## config.mk

```make
export PLATFORM = sky130hd
export DESIGN_NAME = sysref_aligner
export DESIGN_NICKNAME = d
export VERILOG_FILES = /design/src/rtl/sysref_pkg.sv /design/src/rtl/sysref_edge_det.sv /design/src/rtl/sysref_aligner.sv
export SDC_FILE = /design/constraint.sdc
export NUM_CORES = 1
export LEC_CHECK = 0
export CELL_PAD_IN_SITES_DETAIL_PLACEMENT = 2
export CELL_PAD_IN_SITES_GLOBAL_PLACEMENT = 2
export CORE_ASPECT_RATIO = 1.4
export CORE_MARGIN = 10
export CORE_UTILIZATION = 39
export CTS_CLUSTER_DIAMETER = 30
export DETAILED_ROUTE_END_ITERATION = 7
export PLACE_DENSITY = 0.83
export SYNTH_ARGS = -nofsm -noshare
export SYNTH_HDL_FRONTEND = slang
export SYNTH_SLANG_ARGS = --single-unit
```

## constraint.sdc

```tcl
create_clock -name pl_clk -period 6.5 [get_ports pl_clk]
set_input_delay 1.3 -clock pl_clk [delete_from_list [all_inputs] [get_ports pl_clk]]
set_output_delay 1.3 -clock pl_clk [all_outputs]
set_load 0.1 [all_outputs]
```

## src/rtl/sysref_pkg.sv

```systemverilog
`default_nettype none
// ============================================================================
// sysref_pkg: shared FSM state encoding and default sizing for sysref_aligner
// Rev 1.0
// ============================================================================
package sysref_pkg;

  typedef logic [1:0] sysref_state_t;

  localparam sysref_state_t WAIT_FIRST = 2'd0;
  localparam sysref_state_t MEASURE    = 2'd1;
  localparam sysref_state_t VERIFY     = 2'd2;
  localparam sysref_state_t LOCKED     = 2'd3;

  localparam int DEF_PERIOD_W   = 16;
  localparam int DEF_LOCK_COUNT = 4;
  localparam int DEF_MIN_PERIOD = 8;

endpackage
`default_nettype wire

```

## src/rtl/sysref_edge_det.sv

```systemverilog
`default_nettype none
// ============================================================================
// sysref_edge_det: registers captured SYSREF and flags its rising edges
// Rev 1.0
// ============================================================================
module sysref_edge_det (
  input  logic pl_clk,
  input  logic pl_rst,
  input  logic sysref_in,
  output logic det
);

  logic sysref_d;
  logic sysref_q;

  always_comb begin
    sysref_d = sysref_in;
  end

  always_ff @(posedge pl_clk) begin
    if (pl_rst) begin
      sysref_q <= 1'b0;
    end else begin
      sysref_q <= sysref_d;
    end
  end

  assign det = sysref_in & ~sysref_q;

endmodule
`default_nettype wire

```

## src/rtl/sysref_aligner.sv

```systemverilog
`default_nettype none
// ============================================================================
// sysref_aligner: learns/verifies SYSREF period, emits aligned LMFC pulse
// Rev 1.0
// ============================================================================
module sysref_aligner
  import sysref_pkg::*;
#(
  parameter int PERIOD_W   = DEF_PERIOD_W,
  parameter int LOCK_COUNT = DEF_LOCK_COUNT,
  parameter int MIN_PERIOD = DEF_MIN_PERIOD
) (
  input  logic                pl_clk,
  input  logic                pl_rst,
  input  logic                sysref_in,
  input  logic                rearm,
  input  logic                clear_err,
  output logic                sysref_edge,
  output logic                lmfc_pulse,
  output logic                locked,
  output logic [PERIOD_W-1:0] period,
  output logic                phase_err,
  output logic                timeout,
  output logic [7:0]          err_count
);

  localparam logic [PERIOD_W-1:0] ICNT_MAX  = {PERIOD_W{1'b1}};
  localparam logic [PERIOD_W-1:0] ONE       = PERIOD_W'(1);
  localparam logic [PERIOD_W-1:0] MIN_P     = PERIOD_W'(MIN_PERIOD);
  localparam logic [3:0]          LOCK_LAST = 4'(LOCK_COUNT - 1);

  logic det;

  sysref_edge_det u_edge_det (
    .pl_clk    (pl_clk),
    .pl_rst    (pl_rst),
    .sysref_in (sysref_in),
    .det       (det)
  );

  sysref_state_t       state_d, state_q;
  logic [PERIOD_W-1:0] icnt_d, icnt_q;
  logic [PERIOD_W-1:0] ph_d, ph_q;
  logic [PERIOD_W-1:0] period_d, period_q;
  logic [3:0]          match_d, match_q;
  logic                sysref_edge_d, sysref_edge_q;
  logic                lmfc_pulse_d, lmfc_pulse_q;
  logic                locked_d, locked_q;
  logic                phase_err_d, phase_err_q;
  logic                timeout_d, timeout_q;
  logic [7:0]          err_count_d, err_count_q;

  logic [PERIOD_W-1:0] interval;
  logic                icnt_sat;
  logic                err_evt;
  logic                perr_evt;
  logic                tout_evt;

  assign interval = icnt_q + ONE;
  assign icnt_sat = (icnt_q == ICNT_MAX);

  always_comb begin
    state_d  = state_q;
    period_d = period_q;
    match_d  = match_q;
    err_evt  = 1'b0;
    perr_evt = 1'b0;
    tout_evt = 1'b0;
    icnt_d   = det ? '0 : (icnt_sat ? icnt_q : icnt_q + ONE);
    ph_d     = (ph_q == period_q - ONE) ? '0 : ph_q + ONE;

    // Priority: rearm, then saturation timeout, then edge handling.
    if (rearm) begin
      state_d  = WAIT_FIRST;
      period_d = '0;
      match_d  = '0;
    end else if (icnt_sat && (state_q != WAIT_FIRST)) begin
      tout_evt = 1'b1;
      if (state_q == LOCKED) begin
        perr_evt = 1'b1;
        err_evt  = 1'b1;
      end
      state_d = WAIT_FIRST;
    end else if (det) begin
      case (state_q)
        WAIT_FIRST: state_d = MEASURE;
        MEASURE: begin
          if (interval < MIN_P) begin
            err_evt = 1'b1;
          end else begin
            period_d = interval;
            match_d  = '0;
            state_d  = VERIFY;
          end
        end
        VERIFY: begin
          if (interval == period_q) begin
            if (match_q == LOCK_LAST) begin
              // The locking edge itself is phase 0, so the next cycle is phase 1.
              state_d = LOCKED;
              match_d = '0;
              ph_d    = ONE;
            end else begin
              match_d = match_q + 4'd1;
            end
          end else begin
            if (interval >= MIN_P) begin
              period_d = interval;
            end
            match_d = '0;
          end
        end
        default: begin
          if (ph_q != '0) begin
            perr_evt = 1'b1;
            err_evt  = 1'b1;
            state_d  = MEASURE;
          end
        end
      endcase
    end

    if (state_d != LOCKED) begin
      ph_d = '0;
    end

    sysref_edge_d = det;
    locked_d      = (state_d == LOCKED);
    lmfc_pulse_d  = (state_d == LOCKED) && ((state_q != LOCKED) || (ph_q == '0));
    phase_err_d   = perr_evt | (phase_err_q & ~clear_err);
    timeout_d     = tout_evt | (timeout_q & ~clear_err);

    if (clear_err) begin
      err_count_d = err_evt ? 8'd1 : 8'd0;
    end else if (err_evt && (err_count_q != 8'hFF)) begin
      err_count_d = err_count_q + 8'd1;
    end else begin
      err_count_d = err_count_q;
    end
  end

  always_ff @(posedge pl_clk) begin
    if (pl_rst) begin
      state_q       <= WAIT_FIRST;
      icnt_q        <= '0;
      ph_q          <= '0;
      period_q      <= '0;
      match_q       <= '0;
      sysref_edge_q <= 1'b0;
      lmfc_pulse_q  <= 1'b0;
      locked_q      <= 1'b0;
      phase_err_q   <= 1'b0;
      timeout_q     <= 1'b0;
      err_count_q   <= '0;
    end else begin
      state_q       <= state_d;
      icnt_q        <= icnt_d;
      ph_q          <= ph_d;
      period_q      <= period_d;
      match_q       <= match_d;
      sysref_edge_q <= sysref_edge_d;
      lmfc_pulse_q  <= lmfc_pulse_d;
      locked_q      <= locked_d;
      phase_err_q   <= phase_err_d;
      timeout_q     <= timeout_d;
      err_count_q   <= err_count_d;
    end
  end

  assign sysref_edge = sysref_edge_q;
  assign lmfc_pulse  = lmfc_pulse_q;
  assign locked      = locked_q;
  assign period      = period_q;
  assign phase_err   = phase_err_q;
  assign timeout     = timeout_q;
  assign err_count   = err_count_q;

endmodule
`default_nettype wire
```

==> out/qor.yml <==
status: "finished, final reports clean"
root_buffer: "clkbuf_16"
cts_resized: 0
finalInstanceArea_mm2: 0.00512
synthToLayoutAreaGrowth_pct: 14.6
hold_violations: 0
vias: 4142
use_met2_pct: 34.6
irDropWorstVdd_mv: 0.105
syn_inst: 543
synth-edff-count: 0
period_share_pct: 62.5
dr.pass1.iters: 4
cts_tree: "built"
synth_area_leaders: "dfxtp_1, xnor2_1, nand3_1"
grt_first_pass_wirelength_um: 25200
ys_seq_elements: 68
mostFrequentLayoutCells: "dfxtp_1, nand3_1, nor2_1"
drt_wl_total_um: 15100
synth_ff_type: "dfxtp_1"
slew_headroom_pct: 24.2
period_minus_slack_ps: 4060
finalSetupTns_ps: 0
h-tree-depth: 3
final_core_util_pct: 45.4
dieWidth_um: 110
arrival_ps: 4230
hold_buffers: 0
drc: 0
wl_per_cell_um: 21.5
core-area_mm2: 0.0113
final-setup-viol-count: 0
skew_ps: 5.54
diodes: 0
rsz0062_at_grt: "false"
fmax_mhz: 246
p_leak_nw: 1.77
critPathMaxStageDelay_ps: 910
syn_nets: 560
cp_slowest_cell: "o21ai_2"
gr-usage-met1_pct: 20.6
critical_path.cell_chain: "ha_1 > nand3_1 > nor4_1 > xnor2_1 > xnor2_1 > or4b_4 > o21ai_2 > o21ai_0"
syn_area_per_cell_um2: 8.23
io_buffer_count: 33
post_dp_cell_area_mm2: 0.00480
clock_path_buffers: 2
nets: 569
powerDensity_mw_per_mm2: 194
rows: 46
holdCritPathClass: "flip-flop to flip-flop"
yosysTopAreaCellShare_pct: 30.5
clock_latency_ps: 340
cts-buffers-inserted: 9
worstPathRequired_ps: 6670
antenna_found_initial: 0
worst_hold_slack_ps: 441
fillerInstances: 1269
start_kind: "flip-flop"
cp-end-kind: "flip-flop"
cp_max_fo: 32
grt.busiest_layer: "met2"
die_h_um: 147
ant_nets: 0
yosysWarnings: 0
place_hpwl_um: 11200
synthesis.area_mm2: 0.00447
power_w: 0.000994
viasPerCell: 5.91
ys_async_sr_fraction_pct: 0
grt_max_degree: 33
yosys.area.top_type: "dfxtp_1"
met3_usage_pct: 3.16
drive_gt1_share_pct: 9.34
final_common_cell: "dfxtp_1"
clock_sinks: 68
drv_cap: 0
gp_congestion: 0.829
grt_usage_pct: 18.6
path_class: "flip-flop to flip-flop"
start_util_pct: 39.6
drt_iter0_markers: 137
num_io_pins: 34
slew_viol_final: 0
path_buf_inv: 0
die-area_mm2: 0.0162
grt_overflow: 0
clkTransAtPathRegs_ps: 60
cts_setup_buffers: 0
grt_pass1_vias: 4572
path_common_cell: "xnor2_1"
synth_cell_types: 69
timing.critical_path.max_delay_family: "simple AND/OR/NAND/NOR gates"
tightest_slew_ps: 1140
yosysSeqAreaShare_pct: 30.5
[registers in the layout (all words and copies together), names as in the netlist]
| signal | count |
|---|---|
| timeout | 1 |
| icnt_q | 16 |
| ph_q | 16 |
| err_count | 8 |
| lmfc_pulse | 1 |
| sysref_edge | 1 |
| period | 16 |
| u_edge_det.sysref_q | 1 |
| state_q | 2 |
| locked | 1 |
| phase_err | 1 |
| match_q | 4 |
[metal layers]
metal  up-vias  share of wire (%)
met5         -                  0
met4         0                2.5
met3        20                2.5
met2        56                 53
met1      2090                 42
li1       1976                  -
[cells in the mapped netlist, drive strengths merged (3+ instances only)]
master and number:
and3 8, nand2 38, and4 5, o21ai 22, a21oi 25, a31oi 6
nand4 14, nor3 40, nor2 45, nand3 45, o211ai 5, nor2b 6
xnor2 37, nor4 12, xor2 23, mux2i 4, dfxtp 68, o31ai 12
buf 19, or3 4, or2 6, nor3b 3, ha 12, nand2b 4
nand3b 3, or4 8, clkbuf 17, inv 16
[layout make-up]
class                   instances  area (um^2)  area share, %
flip-flops and latches         68         1360           26.6
clock inverters                 5         75.1           1.47
clock buffers                  11          243           4.74
multi-input cells             423         2870           55.9
inverters                      16         60.1           1.17
repair buffers                 34          338           6.60
well taps                     144          180           3.52
[worst paths after layout]
path              cells after the start     endpoint  slack, ps                start
setup / recovery                      8    period[7]       2440            icnt_q[0]
hold / removal                        1  sysref_edge        440  u_edge_det.sysref_q
setup reg to reg                      8    period[7]       2440            icnt_q[0]
hold reg to reg                       1  sysref_edge        440  u_edge_det.sysref_q
[power breakdown]
| group | switching (W) | internal, W |
|---|---|---|
| registers | 0.00000393 | 0.000419 |
| clock network | 0.000188 | 0.000344 |
| logic | 0.0000263 | 0.0000124 |
[cell families after synthesis]
kind of cell / Yosys count / synth area share [%]
AO/OA/AOI/OAI: 95 / 14.3
adder cells (fa/ha/maj): 12 / 3.36
buffers and inverters: 52 / 5.54
XOR/XNOR: 62 / 12.8
AND/OR/NAND/NOR: 248 / 32.1
flip-flops: 68 / 30.5
multiplexers: 6 / 1.40
[metrics by stage]
| step | setup WS (ps) | instances |
|---|---|---|
| final | 2440 | 701 |
| after global routing | 2040 | 701 |
| after floorplan | 3190 | 543 |
| after CTS | 2400 | 701 |
| after global placement | 2750 | 685 |
| after detailed placement | 2460 | 685 |
Power figures use the tool's default switching activity.
